### src/rtl/ppu_fetch_tap_if.sv
// ----------------------------------------------------------------------------
// ppu_fetch_tap_if
// Bus bundle between a PPU-bus source and the ppu_fetch_tap observer.
//   ppu_oe      raw PPU read strobe, active low, asynchronous to clk
//   ppu_addr    raw 14-bit PPU address bus
//   fetch_vld   1-clk pulse, one per completed valid read
//   fetch_addr  captured address, held until the next capture
//   fetch_kind  0 pattern, 1 nametable, 2 attribute, 3 palette
//   tile_evt    1-clk pulse coincident with fetch_vld on a $FD/$FE tile fetch
//   tile_tbl    pattern table of the tile event
//   tile_val    0 = tile $FD, 1 = tile $FE
// master: drives the PPU bus and consumes events. slave: the observer.
// ----------------------------------------------------------------------------
interface ppu_fetch_tap_if;
  logic        ppu_oe;
  logic [13:0] ppu_addr;
  logic        fetch_vld;
  logic [13:0] fetch_addr;
  logic [1:0]  fetch_kind;
  logic        tile_evt;
  logic        tile_tbl;
  logic        tile_val;

  modport master (
    output ppu_oe,
    output ppu_addr,
    input  fetch_vld,
    input  fetch_addr,
    input  fetch_kind,
    input  tile_evt,
    input  tile_tbl,
    input  tile_val
  );

  modport slave (
    input  ppu_oe,
    input  ppu_addr,
    output fetch_vld,
    output fetch_addr,
    output fetch_kind,
    output tile_evt,
    output tile_tbl,
    output tile_val
  );
endinterface

### src/rtl/ppu_fetch_tap.sv
// ----------------------------------------------------------------------------
// ppu_fetch_tap
// Observes the PPU bus for CHR-latch mappers (MMC2/MMC4 class). The raw read
// strobe is synchronised into the clk domain; a read whose strobe stays low
// for SETTLE synchronised cycles has its address captured and classified,
// and produces one fetch event when the strobe returns high. Completed
// high-plane pattern fetches of tiles $FD/$FE also raise a tile event.
// Reads that end before SETTLE cycles are runts: they are counted, not
// reported.
// Ports:
//   clk        system clock
//   rst_n      asynchronous active-low reset
//   bus        ppu_fetch_tap_if.slave (PPU strobe/address in, events out)
//   sst_act    save-state active; masks fetch_vld/tile_evt only
//   short_clr  synchronous clear of short_cnt
//   short_cnt  saturating count of runt reads
// ----------------------------------------------------------------------------
module ppu_fetch_tap #(
  parameter int SYNC_STAGES = 2,
  parameter int SETTLE      = 3,
  parameter bit EXACT_LO    = 1'b0
) (
  input  logic              clk,
  input  logic              rst_n,
  ppu_fetch_tap_if.slave    bus,
  input  logic              sst_act,
  input  logic              short_clr,
  output logic [7:0]        short_cnt
);

  localparam logic [3:0] SETTLE_C = 4'(SETTLE);

  localparam logic [1:0] ST_IDLE  = 2'd0;
  localparam logic [1:0] ST_LOW   = 2'd1;
  localparam logic [1:0] ST_ARMED = 2'd2;

  // Address class of a PPU fetch. Palette is tested before attribute so
  // that $3FC0-$3FFF is reported as palette.
  function automatic logic [1:0] classify(input logic [13:0] a);
    logic [1:0] k;
    if (a[13] == 1'b0) begin
      k = 2'd0;
    end else if (a[13:8] == 6'h3F) begin
      k = 2'd3;
    end else if (a[9:6] == 4'hF) begin
      k = 2'd2;
    end else begin
      k = 2'd1;
    end
    return k;
  endfunction

  // High-plane pattern fetch of tile $FD or $FE. With EXACT_LO, table 0
  // only latches on row 0, matching the MMC2 $0FD8/$0FE8 behaviour.
  function automatic logic tile_hit(input logic [13:0] a);
    logic hit;
    hit = (classify(a) == 2'd0) && (a[3] == 1'b1) &&
          ((a[11:4] == 8'hFD) || (a[11:4] == 8'hFE));
    if ((EXACT_LO == 1'b1) && (a[12] == 1'b0) && (a[2:0] != 3'd0)) begin
      hit = 1'b0;
    end else begin
      hit = hit;
    end
    return hit;
  endfunction

  logic [SYNC_STAGES-1:0] sync_r;
  logic                   oe_d_r;
  logic                   oe_s;
  logic                   fall_s;
  logic                   rise_s;

  logic [1:0]  state_r;
  logic [1:0]  state_nxt_s;
  logic [3:0]  low_cnt_r;
  logic [3:0]  low_cnt_nxt_s;
  logic        capture_s;
  logic        fire_s;
  logic        runt_s;

  logic        fetch_vld_r;
  logic [13:0] fetch_addr_r;
  logic [1:0]  fetch_kind_r;
  logic        tile_evt_r;
  logic        tile_tbl_r;
  logic        tile_val_r;
  logic        tile_hit_r;
  logic [1:0]  cap_kind_s;
  logic        cap_hit_s;
  logic        tile_now_s;

  logic [7:0]  short_cnt_r;
  logic [7:0]  short_base_s;
  logic [7:0]  short_nxt_s;

  // Strobe synchroniser plus one delay stage for edge detection; idles high.
  always_ff @(posedge clk or negedge rst_n) begin
    if (!rst_n) begin
      sync_r <= {SYNC_STAGES{1'b1}};
      oe_d_r <= 1'b1;
    end else begin
      sync_r <= {sync_r[SYNC_STAGES-2:0], bus.ppu_oe};
      oe_d_r <= sync_r[SYNC_STAGES-1];
    end
  end

  assign oe_s   = sync_r[SYNC_STAGES-1];
  assign fall_s = ~oe_s & oe_d_r;
  assign rise_s = oe_s & ~oe_d_r;

  // Read-tracking FSM. A read that reaches SETTLE low cycles is captured;
  // if the strobe rises in that same cycle the read is complete and fires
  // immediately instead of passing through ARMED.
  always_comb begin
    state_nxt_s   = state_r;
    low_cnt_nxt_s = low_cnt_r;
    capture_s     = 1'b0;
    fire_s        = 1'b0;
    runt_s        = 1'b0;
    case (state_r)
      ST_IDLE: begin
        if (fall_s) begin
          state_nxt_s   = ST_LOW;
          low_cnt_nxt_s = 4'd1;
        end else begin
          low_cnt_nxt_s = 4'd0;
        end
      end
      ST_LOW: begin
        if (low_cnt_r == SETTLE_C) begin
          capture_s = 1'b1;
          if (rise_s) begin
            fire_s        = 1'b1;
            state_nxt_s   = ST_IDLE;
            low_cnt_nxt_s = 4'd0;
          end else begin
            state_nxt_s   = ST_ARMED;
          end
        end else if (rise_s) begin
          runt_s        = 1'b1;
          state_nxt_s   = ST_IDLE;
          low_cnt_nxt_s = 4'd0;
        end else begin
          low_cnt_nxt_s = low_cnt_r + 4'd1;
        end
      end
      ST_ARMED: begin
        // low_cnt stays saturated at SETTLE until the read completes.
        if (rise_s) begin
          fire_s        = 1'b1;
          state_nxt_s   = ST_IDLE;
          low_cnt_nxt_s = 4'd0;
        end else begin
          state_nxt_s   = ST_ARMED;
        end
      end
      default: begin
        state_nxt_s   = ST_IDLE;
        low_cnt_nxt_s = 4'd0;
      end
    endcase
  end

  // FSM state and low-time counter registers.
  always_ff @(posedge clk or negedge rst_n) begin
    if (!rst_n) begin
      state_r   <= ST_IDLE;
      low_cnt_r <= 4'd0;
    end else begin
      state_r   <= state_nxt_s;
      low_cnt_r <= low_cnt_nxt_s;
    end
  end

  // Classification of the address being captured this cycle; when capture
  // and completion coincide, the fresh tile decision must be used.
  always_comb begin
    cap_kind_s = classify(bus.ppu_addr);
    cap_hit_s  = tile_hit(bus.ppu_addr);
    if (capture_s) begin
      tile_now_s = cap_hit_s;
    end else begin
      tile_now_s = tile_hit_r;
    end
  end

  // Event pulses and captured fields. Capture keeps running under sst_act;
  // only the pulses are masked, so a read completing then is dropped.
  always_ff @(posedge clk or negedge rst_n) begin
    if (!rst_n) begin
      fetch_vld_r  <= 1'b0;
      tile_evt_r   <= 1'b0;
      fetch_addr_r <= 14'd0;
      fetch_kind_r <= 2'd0;
      tile_hit_r   <= 1'b0;
      tile_tbl_r   <= 1'b0;
      tile_val_r   <= 1'b0;
    end else begin
      fetch_vld_r <= fire_s & ~sst_act;
      tile_evt_r  <= fire_s & ~sst_act & tile_now_s;
      if (capture_s) begin
        fetch_addr_r <= bus.ppu_addr;
        fetch_kind_r <= cap_kind_s;
        tile_hit_r   <= cap_hit_s;
        if (cap_hit_s) begin
          tile_tbl_r <= bus.ppu_addr[12];
          tile_val_r <= (bus.ppu_addr[11:4] == 8'hFE);
        end
      end
    end
  end

  // Runt counter next value: clear first, then a saturating increment.
  always_comb begin
    if (short_clr) begin
      short_base_s = 8'd0;
    end else begin
      short_base_s = short_cnt_r;
    end
    if (runt_s && (short_base_s != 8'hFF)) begin
      short_nxt_s = short_base_s + 8'd1;
    end else begin
      short_nxt_s = short_base_s;
    end
  end

  // Runt counter register.
  always_ff @(posedge clk or negedge rst_n) begin
    if (!rst_n) begin
      short_cnt_r <= 8'd0;
    end else begin
      short_cnt_r <= short_nxt_s;
    end
  end

  assign bus.fetch_vld  = fetch_vld_r;
  assign bus.fetch_addr = fetch_addr_r;
  assign bus.fetch_kind = fetch_kind_r;
  assign bus.tile_evt   = tile_evt_r;
  assign bus.tile_tbl   = tile_tbl_r;
  assign bus.tile_val   = tile_val_r;
  assign short_cnt      = short_cnt_r;

endmodule

### src/flat_wrapper.sv
// flat-port wrapper written by rule: the top's interface ports become plain ports
module ppu_fetch_tap_flat 
#(
  parameter int SYNC_STAGES = 2,
  parameter int SETTLE      = 3,
  parameter bit EXACT_LO    = 1'b0
)
  (clk, rst_n, sst_act, short_clr, short_cnt, bus_ppu_oe, bus_ppu_addr, bus_fetch_vld, bus_fetch_addr, bus_fetch_kind, bus_tile_evt, bus_tile_tbl, bus_tile_val);
  ppu_fetch_tap_if bus_i ();
  input  logic clk;
  input  logic rst_n;
  input  logic sst_act;
  input  logic short_clr;
  output logic [7:0] short_cnt;
  input wire logic [$bits(bus_i.ppu_oe)-1:0] bus_ppu_oe;
  input wire logic [$bits(bus_i.ppu_addr)-1:0] bus_ppu_addr;
  output wire logic [$bits(bus_i.fetch_vld)-1:0] bus_fetch_vld;
  output wire logic [$bits(bus_i.fetch_addr)-1:0] bus_fetch_addr;
  output wire logic [$bits(bus_i.fetch_kind)-1:0] bus_fetch_kind;
  output wire logic [$bits(bus_i.tile_evt)-1:0] bus_tile_evt;
  output wire logic [$bits(bus_i.tile_tbl)-1:0] bus_tile_tbl;
  output wire logic [$bits(bus_i.tile_val)-1:0] bus_tile_val;
  assign bus_i.ppu_oe = bus_ppu_oe;
  assign bus_i.ppu_addr = bus_ppu_addr;
  assign bus_fetch_vld = bus_i.fetch_vld;
  assign bus_fetch_addr = bus_i.fetch_addr;
  assign bus_fetch_kind = bus_i.fetch_kind;
  assign bus_tile_evt = bus_i.tile_evt;
  assign bus_tile_tbl = bus_i.tile_tbl;
  assign bus_tile_val = bus_i.tile_val;
  ppu_fetch_tap #(.SYNC_STAGES(SYNC_STAGES), .SETTLE(SETTLE), .EXACT_LO(EXACT_LO)) u_core (.clk(clk), .rst_n(rst_n), .bus(bus_i), .sst_act(sst_act), .short_clr(short_clr), .short_cnt(short_cnt));
endmodule
### config.mk
export PLATFORM = sky130hd
export DESIGN_NAME = ppu_fetch_tap_flat
export DESIGN_NICKNAME = d
export VERILOG_FILES = /design/src/rtl/ppu_fetch_tap_if.sv /design/src/rtl/ppu_fetch_tap.sv /design/src/flat_wrapper.sv
export SDC_FILE = /design/constraint.sdc
export NUM_CORES = 1
export LEC_CHECK = 0
export CORE_MARGIN = 2
export CORE_UTILIZATION = 52
export DETAILED_ROUTE_END_ITERATION = 10
export GPL_TIMING_DRIVEN = 0
export PLACE_DENSITY = 0.89
export SETUP_SLACK_MARGIN = 0.1
export SLEW_MARGIN = 20
export SYNTH_ARGS = -nofsm -noshare
export SYNTH_HDL_FRONTEND = slang
export SYNTH_SLANG_ARGS = --single-unit
### constraint.sdc
create_clock -name clk -period 4.4 [get_ports clk]
set_input_delay 0.88 -clock clk [delete_from_list [all_inputs] [get_ports clk]]
set_output_delay 0.88 -clock clk [all_outputs]
set_load 0.005 [all_outputs]
After elaboration in Yosys (flattened, before gate mapping)
Index checks and enable logic that the tools add are counted.

Register bits: 38. Input bits: 19. Output and inout bits: 28. Logic and storage cells: 62.

Add/subtract/negate cells: 2. Equal/unequal tests: 10. Mux-type cells: 23. Bitwise operators: 7. Reductions and logical operators: 8.

Operator list (number): == test 8 bit (second input constant) (2); two-way mux 8 bit (2); two-way mux 2 bit (7); two-way mux 4 bit (3); case mux 4 bit (3 select lines) (1); adder 8 x 1 -> 8 bit (second input constant) (1); two-way mux 1 bit (8); inequality test 8 bit (second input constant) (1); == test 6 bit (second input constant) (1); case mux 2 bit (3 select lines) (1); adder 4 x 1 -> 4 bit (second input constant) (1); bitwise AND 1 bit (4); == test 4 x 2 -> 1 bit (second input constant) (1); == test 4 bit (second input constant) (1); zero test 2 bit (2); AND reduction 2 bit (2); logical AND 1 bit (3); inequality test 3 x 1 -> 1 bit (second input constant) (1); NOT 1 bit (3); == test 2 x 1 -> 1 bit (second input constant) (1); == test 2 bit (second input constant) (1); inequality test 2 x 1 -> 1 bit (second input constant) (1); case mux 1 bit (2 select lines) (1); logical OR 1 bit (1).

Longest topological paths before layout
Depth in word-level cells: 9. Mapped depth: 7. Depth with buffers taken out: 6.

Worst setup path after synthesis
Ideal clock, no wire load.

Kind: input-to-reg. Start point: in short_clr. End point: reg u_core.short_cnt_r[1] (netlist: u_core.short_cnt[1]). Library setup time: 0.125 ns. Arrival: 2.199 ns. Data required time: 4.275 ns. Path slack: 2.076 ns. Stages on the path: 7. Path buffers: 1. Cells stage by stage: clkbuf_1 -> nor2b_1 -> ha_1 -> nand3_1 -> nor3_2 -> nor2_1 -> mux2_2.

Word-level cells in the longest chain between the ends: 4. Elaborated cells between the ends (all ways): 5. Those cells by class: 1 x add/sub; 1 x eq/ne; 2 x mux; 1 x reduce/logical.

RTL lines: start, declared (RTL line flat_wrapper.sv:13) `input logic short_clr;`; two-way mux 8 bit * (RTL line ppu_fetch_tap.sv:215) `if (short_clr) begin`; branches (longest 2 deep; another with adder 8 x 1 -> 8 bit); two-way mux 8 bit * (RTL line ppu_fetch_tap.sv:220) `if (runt_s && (short_base_s != 8'hFF)) begin`; named net u_core.short_nxt_s[1] (RTL line ppu_fetch_tap.sv:94) `logic [7:0] short_nxt_s;`; end signal, assigned (RTL line ppu_fetch_tap.sv:232) `short_cnt_r <= short_nxt_s;`; end, declared (RTL line ppu_fetch_tap.sv:92) `logic [7:0] short_cnt_r;`.

Mark *: on every way through the listed nets, which the timed path passes. A chain may end at the register's enable or synchronous reset.

Worst setup path in the final report
Same ends and word-level chain as after synthesis.

==> impl_metrics.toml <==
[status]
outcome = "completed"

[pwr]
p_leak_nw = 0.990
irDropWorstVdd_v = 0.000311
total_power_w = 0.00110
power_density_nw_per_um2 = 465

[synth]
synth-xor-area-share_pct = 1.47
synth_top_family_by_area = "simple AND/OR/NAND/NOR gates"
syn_area_per_cell_um2 = 12.0
ys_warn_count = 0
synth_adder_area_share_pct = 4.91
synth_area_um2 = 1790
syn_nets = 175
yosys.area_share.simple_pct = 19.3
synthArstFlopShare_pct = 100
muxShareOfSynthArea_pct = 11.9
seq_area_frac_synth_pct = 53.5
synthFlopType = "dfrtp_1"
synth_edf_count = 0
synth-seq-cells = 38
synth_compound_area_share_pct = 7.29
synth_cells = 149
synth_cell_type_count = 41

[sta]
tns_ps = 0
worst_pin_slew_ps = 434
fin_hold_ws_ps = 362
hold_viol_final = 0
setup_viol = 0
min_period_ps = 2680
rsz0062_at_grt = "no"
finalCritPeriodShare_pct = 60.9
fin_skew_ps = 7.98
relSlewSlack_pct = 70.9
maxSlewViolCount = 0
fmax_mhz = 373

[global_routing]
antenna_found_initial = 0
grt_pass1_vias = 1471
grt_usage_pct = 22.6
globalRoute.totalOverflow = 0
grt_max_degree = 31
grt_pass1_wl_mm = 6.82

[cts]
cts_made_buffers = 5
cts-htree-levels = 2
cts_tree = "built"
root_buffer = "clkbuf_4"
ctsHoldBuffers = 0
cts_resized = 0
clock_sinks = 38
post_cts_buffers = 0
clock_path_buffers = 2
insertion_delay_ps = 340
cts.clk_slew.worst_paths_ps = 110

[setup_path]
r2r_start = "u_core.state_r[1]$_DFFE_PN0P_"
cp-start-kind = "input pin"
r2r_end = "u_core.bus.tile_val$_DFFE_PN0P_"
ff2ff_path_depth = 7
path_class = "in2reg"
r2r_setup_slack_ps = 2320
cp-end-kind = "flip-flop"
crit_path_max_fanout = 10
critPathArrivalTime_ps = 2910
cp.required_ps = 4640

[placement]
dp_hpwl_mm = 3.09
gp_congestion = 0.828
io_buffers = 46

[drt]
wirelength_mm = 4.04
routed_via_density = 5.66
drcViolationCount = 0
final_antenna_net_count = 0
wl_per_cell_um = 16.3
drtIter0Drc = 99
first_pass_iters = 4
dr_total_vias = 1403

[final_layout]
most-common-layout-cells = "45 x clkdlybuf4s50_1, 35 x dfrtp_1, 18 x mux2_2, 9 x nand2_1"
area_delta_synth_final_pct = 32.7
drive_gt1_share_pct = 17.8
diodes = 0
nets = 229
final_common_cell = "clkdlybuf4s50_1"

[floorplan]
die_h_um = 62.6
ios = 47
row_count = 21
dieArea_um2 = 3920
initial_core_util_pct = 53.9
die_w_um = 62.6
core_um2 = 3310

[flow_run]
maxCapViolCount = 0

[hold_path]
hp-start = "u_core.sync_r[0]$_DFF_PN1_"
holdPathEnd = "u_core.sync_r[1]$_DFF_PN1_"
hold_path_depth = 0
hold_class = "reg2reg"
## how the worst max path moves through the flow
stage	end	from	cells past startpoint	slack (ps)
global placement	u_core.short_cnt[5]$_DFF_PN0_	short_clr	8	1450
finish	u_core.short_cnt[1]$_DFF_PN0_	short_clr	8	1720
detailed placement	u_core.short_cnt[5]$_DFF_PN0_	short_clr	8	1370
CTS	u_core.short_cnt[5]$_DFF_PN0_	short_clr	8	1730
global route	u_core.short_cnt[5]$_DFF_PN0_	short_clr	8	1550
floorplan	u_core.short_cnt[1]$_DFF_PN0_	short_clr	7	2080
## sequential cells by signal (all words and copies together), names as in the netlist
register,count
u_core.bus.fetch_addr,14
u_core.short_cnt,8
u_core.low_cnt_r,4
u_core.bus.fetch_kind,2
u_core.state_r,2
u_core.sync_r,2
u_core.bus.fetch_vld,1
u_core.bus.tile_evt,1
u_core.bus.tile_tbl,1
u_core.bus.tile_val,1
u_core.oe_d_r,1
u_core.tile_hit_r,1
## synth_stat cells (all sizes together), types with 2 or more instances
| cell type | count | share of area (%) |
|---|---|---|
| a21oi | 6 | 1.7 |
| buf | 3 | 0.98 |
| dfrtp | 35 | 49 |
| dfstp | 3 | 4.4 |
| ha | 7 | 4.9 |
| inv | 2 | 0.42 |
| mux2 | 18 | 11 |
| nand2 | 9 | 1.9 |
| nand2b | 7 | 2.5 |
| nand3 | 8 | 2.9 |
| nand4 | 3 | 1.1 |
| nand4b | 3 | 1.5 |
| nor2 | 3 | 0.63 |
| nor2b | 5 | 1.8 |
| nor3 | 3 | 1.1 |
| nor4 | 4 | 1.4 |
| o21ai | 6 | 1.7 |
| o31ai | 2 | 0.84 |
| or4 | 2 | 0.84 |
| xor2 | 2 | 0.98 |
## stage by stage
stage	cell area (µm²)	instances	util [%]	worst slack, ps
6_report	2370	248	71.6	1720
5_1_grt	2370	248	71.6	1550
4_1_cts	2370	248	71.6	1730
3_5_place_dp	2320	242	70.0	1370
3_3_place_gp	2300	241	69.6	1450
2_1_floorplan	1790	149	-	2080
## routing by layer
layer  vias to the layer above  part of all wire [%]  global-route usage [%]
met5                         -                     0                       0
met4                         0                   1.2                    10.6
met3                         7                   8.6                    6.49
met2                        62                    53                    40.9
met1                       688                    38                    24.2
li1                        646                     -                       -
## worst max-delay path, cell delays in order
cell,delay (ps)
clkdlybuf4s50_1,420
clkbuf_1,220
nor2b_1,240
ha_1,260
nand3_1,100
nor3_2,350
nor2_1,140
mux2_2,300
## power breakdown
group          switching, W  internal (W)  total [W]  leakage (nW)
Combinational      0.000158      0.000256   0.000414         0.482
Clock              0.000106     0.0000720   0.000178        0.0302
Sequential        0.0000628      0.000447   0.000510         0.478
## cells by family after synthesis
family | Yosys count
buffers and inverters | 6
adder cells (fa/ha/maj) | 7
flip-flops | 38
AO/OA/AOI/OAI | 21
multiplexers | 19
AND/OR/NAND/NOR | 55
XOR/XNOR | 3
## final cells by class
class	count	area (µm²)
flip-flops and latches	38	955
fillers	257	941
multi-input cells	105	802
repair buffers	47	475
well taps	46	57.6
clock buffers	6	51.3
plain buffers	4	21.3
inverters	2	7.51
Note: power is estimated with default switching activity, not from simulation.
